## config.mk

```make
export PLATFORM = sky130hd
export DESIGN_NAME = multicycle_control_unit
export DESIGN_NICKNAME = d
export VERILOG_FILES = /design/src/rtl/rv32_ctrl_pkg.sv /design/src/rtl/cu_alu_decoder.sv /design/src/rtl/multicycle_control_unit.sv
export SDC_FILE = /design/constraint.sdc
export NUM_CORES = 1
export LEC_CHECK = 0
export CAP_MARGIN = 20
export CORE_MARGIN = 2
export CORE_UTILIZATION = 46
export CTS_BUF_LIST = sky130_fd_sc_hd__clkbuf_16
export CTS_CLUSTER_SIZE = 30
export DETAILED_ROUTE_END_ITERATION = 10
export PLACE_DENSITY_LB_ADDON = 0.25
export SLEW_MARGIN = 20
export SYNTH_ARGS = -nofsm -noshare
export SYNTH_HDL_FRONTEND = slang
export SYNTH_SLANG_ARGS = --single-unit
```

## constraint.sdc

```tcl
create_clock -name clk -period 4.3 [get_ports clk]
set_input_delay 0.43 -clock clk [delete_from_list [all_inputs] [get_ports clk]]
set_output_delay 0.43 -clock clk [all_outputs]
set_load 0.05 [all_outputs]
```

## src/rtl/rv32_ctrl_pkg.sv

```systemverilog
// rv32_ctrl_pkg: shared opcode, state, ALU, immediate and RF write-source encodings
// for the multi-cycle RV32I control unit.
`default_nettype none

package rv32_ctrl_pkg;

  localparam logic [6:0] OP_TYPE_R  = 7'b0110011;
  localparam logic [6:0] OP_TYPE_I  = 7'b0010011;
  localparam logic [6:0] OP_TYPE_L  = 7'b0000011;
  localparam logic [6:0] OP_TYPE_S  = 7'b0100011;
  localparam logic [6:0] OP_TYPE_B  = 7'b1100011;
  localparam logic [6:0] OP_TYPE_LU = 7'b0110111;
  localparam logic [6:0] OP_TYPE_AU = 7'b0010111;
  localparam logic [6:0] OP_TYPE_J  = 7'b1101111;
  localparam logic [6:0] OP_TYPE_JL = 7'b1100111;

  typedef enum logic [3:0] {
    FETCH, DECODE, R_EXE, I_EXE, U_EXE, UA_EXE, J_EXE, JI_EXE,
    B_EXE, L_EXE, L_MEM, L_WB, S_EXE, S_MEM, NOP_EXE, TRAP
  } state_e;

  localparam logic [3:0] ALU_ADD = 4'b0000;

  localparam logic [2:0] IMM_I     = 3'd0;
  localparam logic [2:0] IMM_I_ALU = 3'd1;
  localparam logic [2:0] IMM_S     = 3'd2;
  localparam logic [2:0] IMM_B     = 3'd3;
  localparam logic [2:0] IMM_U     = 3'd4;
  localparam logic [2:0] IMM_J     = 3'd5;

  localparam logic [1:0] RF_SRC_ALU  = 2'd0;
  localparam logic [1:0] RF_SRC_LOAD = 2'd1;
  localparam logic [1:0] RF_SRC_IMM  = 2'd2;
  localparam logic [1:0] RF_SRC_PC   = 2'd3;

  localparam logic [31:0] INSTR_NOP = 32'h0000_0013;

endpackage

`default_nettype wire

```

## src/rtl/cu_alu_decoder.sv

```systemverilog
// cu_alu_decoder: combinational {opcode, funct3, funct7[5]} -> 4-bit ALU control.
`default_nettype none

module cu_alu_decoder
  import rv32_ctrl_pkg::*;
(
  input  logic [6:0] op,
  input  logic [2:0] funct3,
  input  logic       funct7_b5,
  output logic [3:0] alu_control
);

  always_comb begin
    alu_control = ALU_ADD;
    case (op)
      OP_TYPE_R: alu_control = {funct7_b5, funct3};
      // Only the shifts carry an funct7 qualifier among I-type ALU ops
      OP_TYPE_I: begin
        if (funct3 == 3'b001 || funct3 == 3'b101) alu_control = {funct7_b5, funct3};
        else                                      alu_control = {1'b0, funct3};
      end
      OP_TYPE_B, OP_TYPE_JL: alu_control = {1'b0, funct3};
      default: alu_control = ALU_ADD;
    endcase
  end

endmodule

`default_nettype wire

```

## src/rtl/multicycle_control_unit.sv

```systemverilog
// multicycle_control_unit: multi-cycle RV32I control FSM with bus stall and timeout.
// Optional ILLEGAL_TRAP_EN: unknown opcodes lock the FSM in TRAP until reset.
`default_nettype none

module multicycle_control_unit
  import rv32_ctrl_pkg::*;
#(
  parameter int BUS_TIMEOUT = 16,
  parameter int CNT_W       = 5
) (
  input  logic        clk,
  input  logic        reset,
  input  logic [31:0] instrCode,
  input  logic        instr_valid,
  input  logic        bus_ready,
  output logic        PCEn,
  output logic        regFile_wr_en,
  output logic        AluSrcMuxSel,
  output logic [1:0]  RFWriteDataSrcMuxSel,
  output logic        bus_req,
  output logic        dataMem_wr_en,
  output logic [2:0]  immExtType,
  output logic [1:0]  storeType,
  output logic [2:0]  loadType,
  output logic        Bbranch,
  output logic        Jbranch,
  output logic        JIbranch,
  output logic [3:0]  ALUControl,
  output logic        bus_err,
  output logic        illegal_instr
);

  localparam logic [CNT_W-1:0] CNT_LAST = CNT_W'(BUS_TIMEOUT - 1);

  state_e          state;
  logic [31:0]     instr;
  logic [CNT_W-1:0] cnt;

  logic [6:0] opcode;
  logic [2:0] funct3;
  logic [3:0] alu_dec;
  logic       timeout;
  logic       unused_instr_bits;

  assign opcode            = instr[6:0];
  assign funct3            = instr[14:12];
  assign unused_instr_bits = ^{instr[31], instr[29:15], instr[11:7]};
  assign timeout = (state == L_MEM || state == S_MEM) && !bus_ready && (cnt == CNT_LAST);

  cu_alu_decoder u_alu_dec (
    .op          (opcode),
    .funct3      (funct3),
    .funct7_b5   (instr[30]),
    .alu_control (alu_dec)
  );

  always_ff @(posedge clk) begin
    if (!reset) begin
      state <= FETCH;
      instr <= INSTR_NOP;
      cnt   <= '0;
    end else begin
      case (state)
        FETCH: begin
          if (instr_valid) begin
            instr <= instrCode;
            state <= DECODE;
          end
        end
        DECODE: begin
          case (opcode)
            OP_TYPE_R:  state <= R_EXE;
            OP_TYPE_I:  state <= I_EXE;
            OP_TYPE_LU: state <= U_EXE;
            OP_TYPE_AU: state <= UA_EXE;
            OP_TYPE_J:  state <= J_EXE;
            OP_TYPE_JL: state <= JI_EXE;
            OP_TYPE_B:  state <= B_EXE;
            OP_TYPE_L:  state <= L_EXE;
            OP_TYPE_S:  state <= S_EXE;
`ifdef ILLEGAL_TRAP_EN
            default:    state <= TRAP;
`else
            default:    state <= NOP_EXE;
`endif
          endcase
        end
        L_EXE: state <= L_MEM;
        S_EXE: state <= S_MEM;
        // A late bus_ready on the final count still completes normally
        L_MEM, S_MEM: begin
          if (bus_ready) begin
            cnt <= '0;
            if (state == L_MEM) state <= L_WB;
            else                state <= FETCH;
          end else if (cnt == CNT_LAST) begin
            cnt   <= '0;
            state <= FETCH;
          end else begin
            cnt <= cnt + 1'b1;
          end
        end
        TRAP:    state <= TRAP;
        default: state <= FETCH;
      endcase
    end
  end

  always_comb begin
    PCEn                 = 1'b0;
    regFile_wr_en        = 1'b0;
    AluSrcMuxSel         = 1'b0;
    RFWriteDataSrcMuxSel = RF_SRC_ALU;
    bus_req              = 1'b0;
    dataMem_wr_en        = 1'b0;
    immExtType           = IMM_I;
    storeType            = 2'b00;
    loadType             = 3'b000;
    Bbranch              = 1'b0;
    Jbranch              = 1'b0;
    JIbranch             = 1'b0;
    ALUControl           = ALU_ADD;
    bus_err              = 1'b0;
    illegal_instr        = 1'b0;

    if (state != FETCH && state != TRAP) begin
      ALUControl = alu_dec;
      case (opcode)
        OP_TYPE_I:  begin AluSrcMuxSel = 1'b1; immExtType = IMM_I_ALU; end
        OP_TYPE_LU: begin RFWriteDataSrcMuxSel = RF_SRC_IMM; immExtType = IMM_U; end
        OP_TYPE_AU: begin RFWriteDataSrcMuxSel = RF_SRC_PC;  immExtType = IMM_U; end
        OP_TYPE_J:  begin RFWriteDataSrcMuxSel = RF_SRC_PC;  immExtType = IMM_J; end
        OP_TYPE_JL: begin RFWriteDataSrcMuxSel = RF_SRC_PC;  AluSrcMuxSel = 1'b1; end
        OP_TYPE_B:  immExtType = IMM_B;
        OP_TYPE_L:  begin
          AluSrcMuxSel         = 1'b1;
          RFWriteDataSrcMuxSel = RF_SRC_LOAD;
          loadType             = funct3;
        end
        OP_TYPE_S:  begin
          AluSrcMuxSel = 1'b1;
          immExtType   = IMM_S;
          storeType    = funct3[1:0];
        end
        default: ;
      endcase
    end

    case (state)
      R_EXE, I_EXE, U_EXE, UA_EXE: begin PCEn = 1'b1; regFile_wr_en = 1'b1; end
      J_EXE:   begin PCEn = 1'b1; regFile_wr_en = 1'b1; Jbranch  = 1'b1; end
      JI_EXE:  begin PCEn = 1'b1; regFile_wr_en = 1'b1; JIbranch = 1'b1; end
      B_EXE:   begin PCEn = 1'b1; Bbranch = 1'b1; end
      NOP_EXE: PCEn = 1'b1;
      L_MEM: begin
        bus_req = 1'b1;
        bus_err = timeout;
        PCEn    = timeout;
      end
      L_WB: begin PCEn = 1'b1; regFile_wr_en = 1'b1; end
      S_MEM: begin
        bus_req       = 1'b1;
        dataMem_wr_en = 1'b1;
        bus_err       = timeout;
        PCEn          = bus_ready | timeout;
      end
`ifdef ILLEGAL_TRAP_EN
      TRAP: illegal_instr = 1'b1;
`endif
      default: ;
    endcase
  end

endmodule

`default_nettype wire

```

==> qor.yml <==
global_routing:
  grt_pass1_wl_mm: 6.36
  antenna_found_initial: 0
  grt_overflow: 0
  grt_usage_pct: 23.2
  grt_max_degree: 25
  grt_pass1_vias: 1461
sta:
  hold_viol: 0
  setup-tns-final_ns: 0
  clock_skew_ns: 0.00273
  setup_viol: 0
  tightestPinTransition_ns: 0.709
  maxSlewViolCount: 0
  max_clock_freq_ghz: 0.317
  rsz0062_at_grt: "false"
  fin_crit_sh_pct: 73.3
  min_period_ns: 3.15
  relSlewSlack_pct: 52.6
critical_path:
  rr_startpoint: "state[1]$_SDFFE_PN0P_"
  r2r_setup_slack_ns: 2.39
  crit_path_max_incr_delay_ns: 0.80
  critPathLaunch: "state[1]$_SDFFE_PN0P_"
  reg2reg_depth: 4
  worstPathMaxFanout: 13
  cp-end-kind: "output pin"
  path_cells: "or3b_1 -> a21boi_2 -> and3_1 -> clkdlybuf4s50_1"
  required_ns: 3.87
  arrival_ns: 2.72
  cp-start-kind: "flip-flop"
  crit_type: "reg2out"
  r2r-end: "cnt[2]$_SDFFE_PN0P_"
  crit_slowest_cell: "clkdlybuf4s50_1"
  endpoint: "bus_err"
synthesis:
  synth_top_area_share_pct: 28.3
  postSynthCellCount: 196
  syn_area_mm2: 0.00142
  ys_seq_elements: 20
  syn_avg_cell_area_um2: 7.22
  synth_edf_count: 0
  synth_warnings: 0
  synth-seq-area-share_pct: 28.3
  synth.distinct_cells: 48
  synthTopCellsByArea: "dfxtp_1, nand2_1, a21oi_1, a21boi_1, and2_1"
  syn_nets: 233
  async_reset_ff_share_pct: 0
  ys.flop_type: "dfxtp_1"
  synth_top_area_cell: "dfxtp_1"
drt:
  antenna_left: 0
  wirelength_mm: 3.54
  viasPerCell: 5.74
  route.detailed.drc: 0
  routedWlPerCell_um: 13.8
  vias: 1470
  first_pass_iters: 6
  drt_iter0_drc: 82
placement:
  port_buffers: 37
  dp_cells: 252
  dp_hpwl_mm: 2.63
  place_congestion: 0.888
cells_and_area:
  final_util_pct: 62.7
  fin_cells: 256
  final_cell_mix: "clkdlybuf4s50_1, nand2_1, dfxtp_1"
  layout-drive-gt1-share_pct: 4.04
  diodes: 0
  final_common_cell: "clkdlybuf4s50_1"
  area_delta_synth_final_pct: 31.9
  fillCellCount: 282
  nNetsFinal: 261
cts:
  cts_tree: "yes"
  clkSlewWorstSetupHoldPaths_ns: 0.06
  post-cts-setup-buffer-count: 0
  cts_hold_buffers: 0
  htree_levels: 1
  cts_buffers: 3
  clk_path_buf_depth: 2
  post_cts_resized: 0
  cts.root.buffer_cell: "clkbuf_16"
  cts.sinks: 20
  clk-insertion-delay-late_ns: 0.25
floorplan:
  rows: 20
  die_x_um: 59.5
  die_area_mm2: 0.00354
  dieHeight_um: 59.5
  start_util_pct: 47.5
  io_pins: 60
  core_mm2: 0.00298
power:
  irDropWorstVdd_uv: 358
  total_power_mw: 1.12
  power_density_mw_per_mm2: 597
  p_leak_nw: 0.715
status:
  outcome: "completed"
flow_run:
  maxCapViolations: 0
hold_path:
  hold_path.class: "reg2reg"
layer usage:
layer  GRT usage (%)  routed length [µm]
met1            31.4                1710
met2            37.5                1670
met3            3.93                 137
met4            6.82                  27
met5               0                   0
cell families (layout without fill, tap and decap cells):
kind of cell / after synthesis / count (layout) / share of synthesized area [%]
XOR/XNOR: 1 / 1 / 0.619
other: 1 / 1 / 0.265
AND/OR/NAND/NOR: 106 / 106 / 41.5
adder cells (fa/ha/maj): 1 / 1 / 0.884
buffers and inverters: 20 / 47 / 6.19
AO/OA/AOI/OAI: 47 / 47 / 22.3
flip-flops: 20 / 20 / 28.3
power by group:
| group | switching [mW] | internal (mW) |
|---|---|---|
| Sequential | 0.0920 | 0.224 |
| Combinational | 0.332 | 0.212 |
| Clock | 0.0697 | 0.185 |
| Total | 0.494 | 0.621 |
cells in the mapped netlist, types with 3 or more instances:
cell type  number
nor2_1         11
nand4b_1        4
o22ai_1         3
o21ai_0         4
nor3_1          4
inv_1           6
nand3_1         9
nand2b_1        6
and2_1          9
buf_2           4
nand2_1        35
clkbuf_1        8
dfxtp_1        20
a21oi_1        14
a21boi_1        8
nor2b_1         4
and3b_1         4
through the flow:
step / setup WS, ns / hold WS (ns) / instance area [µm²]
floorplan: 1.71 / 0.416 / 1420
global placement: 1.52 / 0.428 / 1760
detailed placement: 1.45 / 0.443 / 1760
CTS: 1.19 / 0.451 / 1870
global route: 1.03 / 0.476 / 1870
finish: 1.15 / 0.447 / 1870
state kept, by name, summed over array words and instances, names as in the netlist:
| name | flops |
|---|---|
| cnt | 5 |
| instr | 11 |
| state | 4 |
area by class of cell:
cell class                      instances  area (µm²)  area share, %
Sequential cell                        20         400           21.4
Multi-Input combinational cell        156         927           49.7
Inverter                                6        22.5           1.21
Timing Repair Buffer                   37         370           19.8
Clock buffer                            3        75.1           4.02
Clock inverter                          1        30.0           1.61
Tap cell                               33        41.3           2.21
worst min path at each step:
stage	startpoint	endpoint	slack (ns)	depth (start not counted)
3_3_place_gp	cnt[4]$_SDFFE_PN0P_	cnt[4]$_SDFFE_PN0P_	0.43	2
2_1_floorplan	cnt[4]$_SDFFE_PN0P_	cnt[4]$_SDFFE_PN0P_	0.42	2
6_report	cnt[4]$_SDFFE_PN0P_	cnt[4]$_SDFFE_PN0P_	0.45	2
3_5_place_dp	cnt[4]$_SDFFE_PN0P_	cnt[4]$_SDFFE_PN0P_	0.44	2
5_1_grt	cnt[4]$_SDFFE_PN0P_	cnt[4]$_SDFFE_PN0P_	0.48	2
4_1_cts	cnt[4]$_SDFFE_PN0P_	cnt[4]$_SDFFE_PN0P_	0.45	2
worst max-delay path: cells and delay by family, from the launching register on:
family          cells  cell delay, ns
compound gates      1            0.44
flops               1            0.55
simple gates        2            0.66
buf+inv             1            0.80
Power figures use the tool's default switching activity.
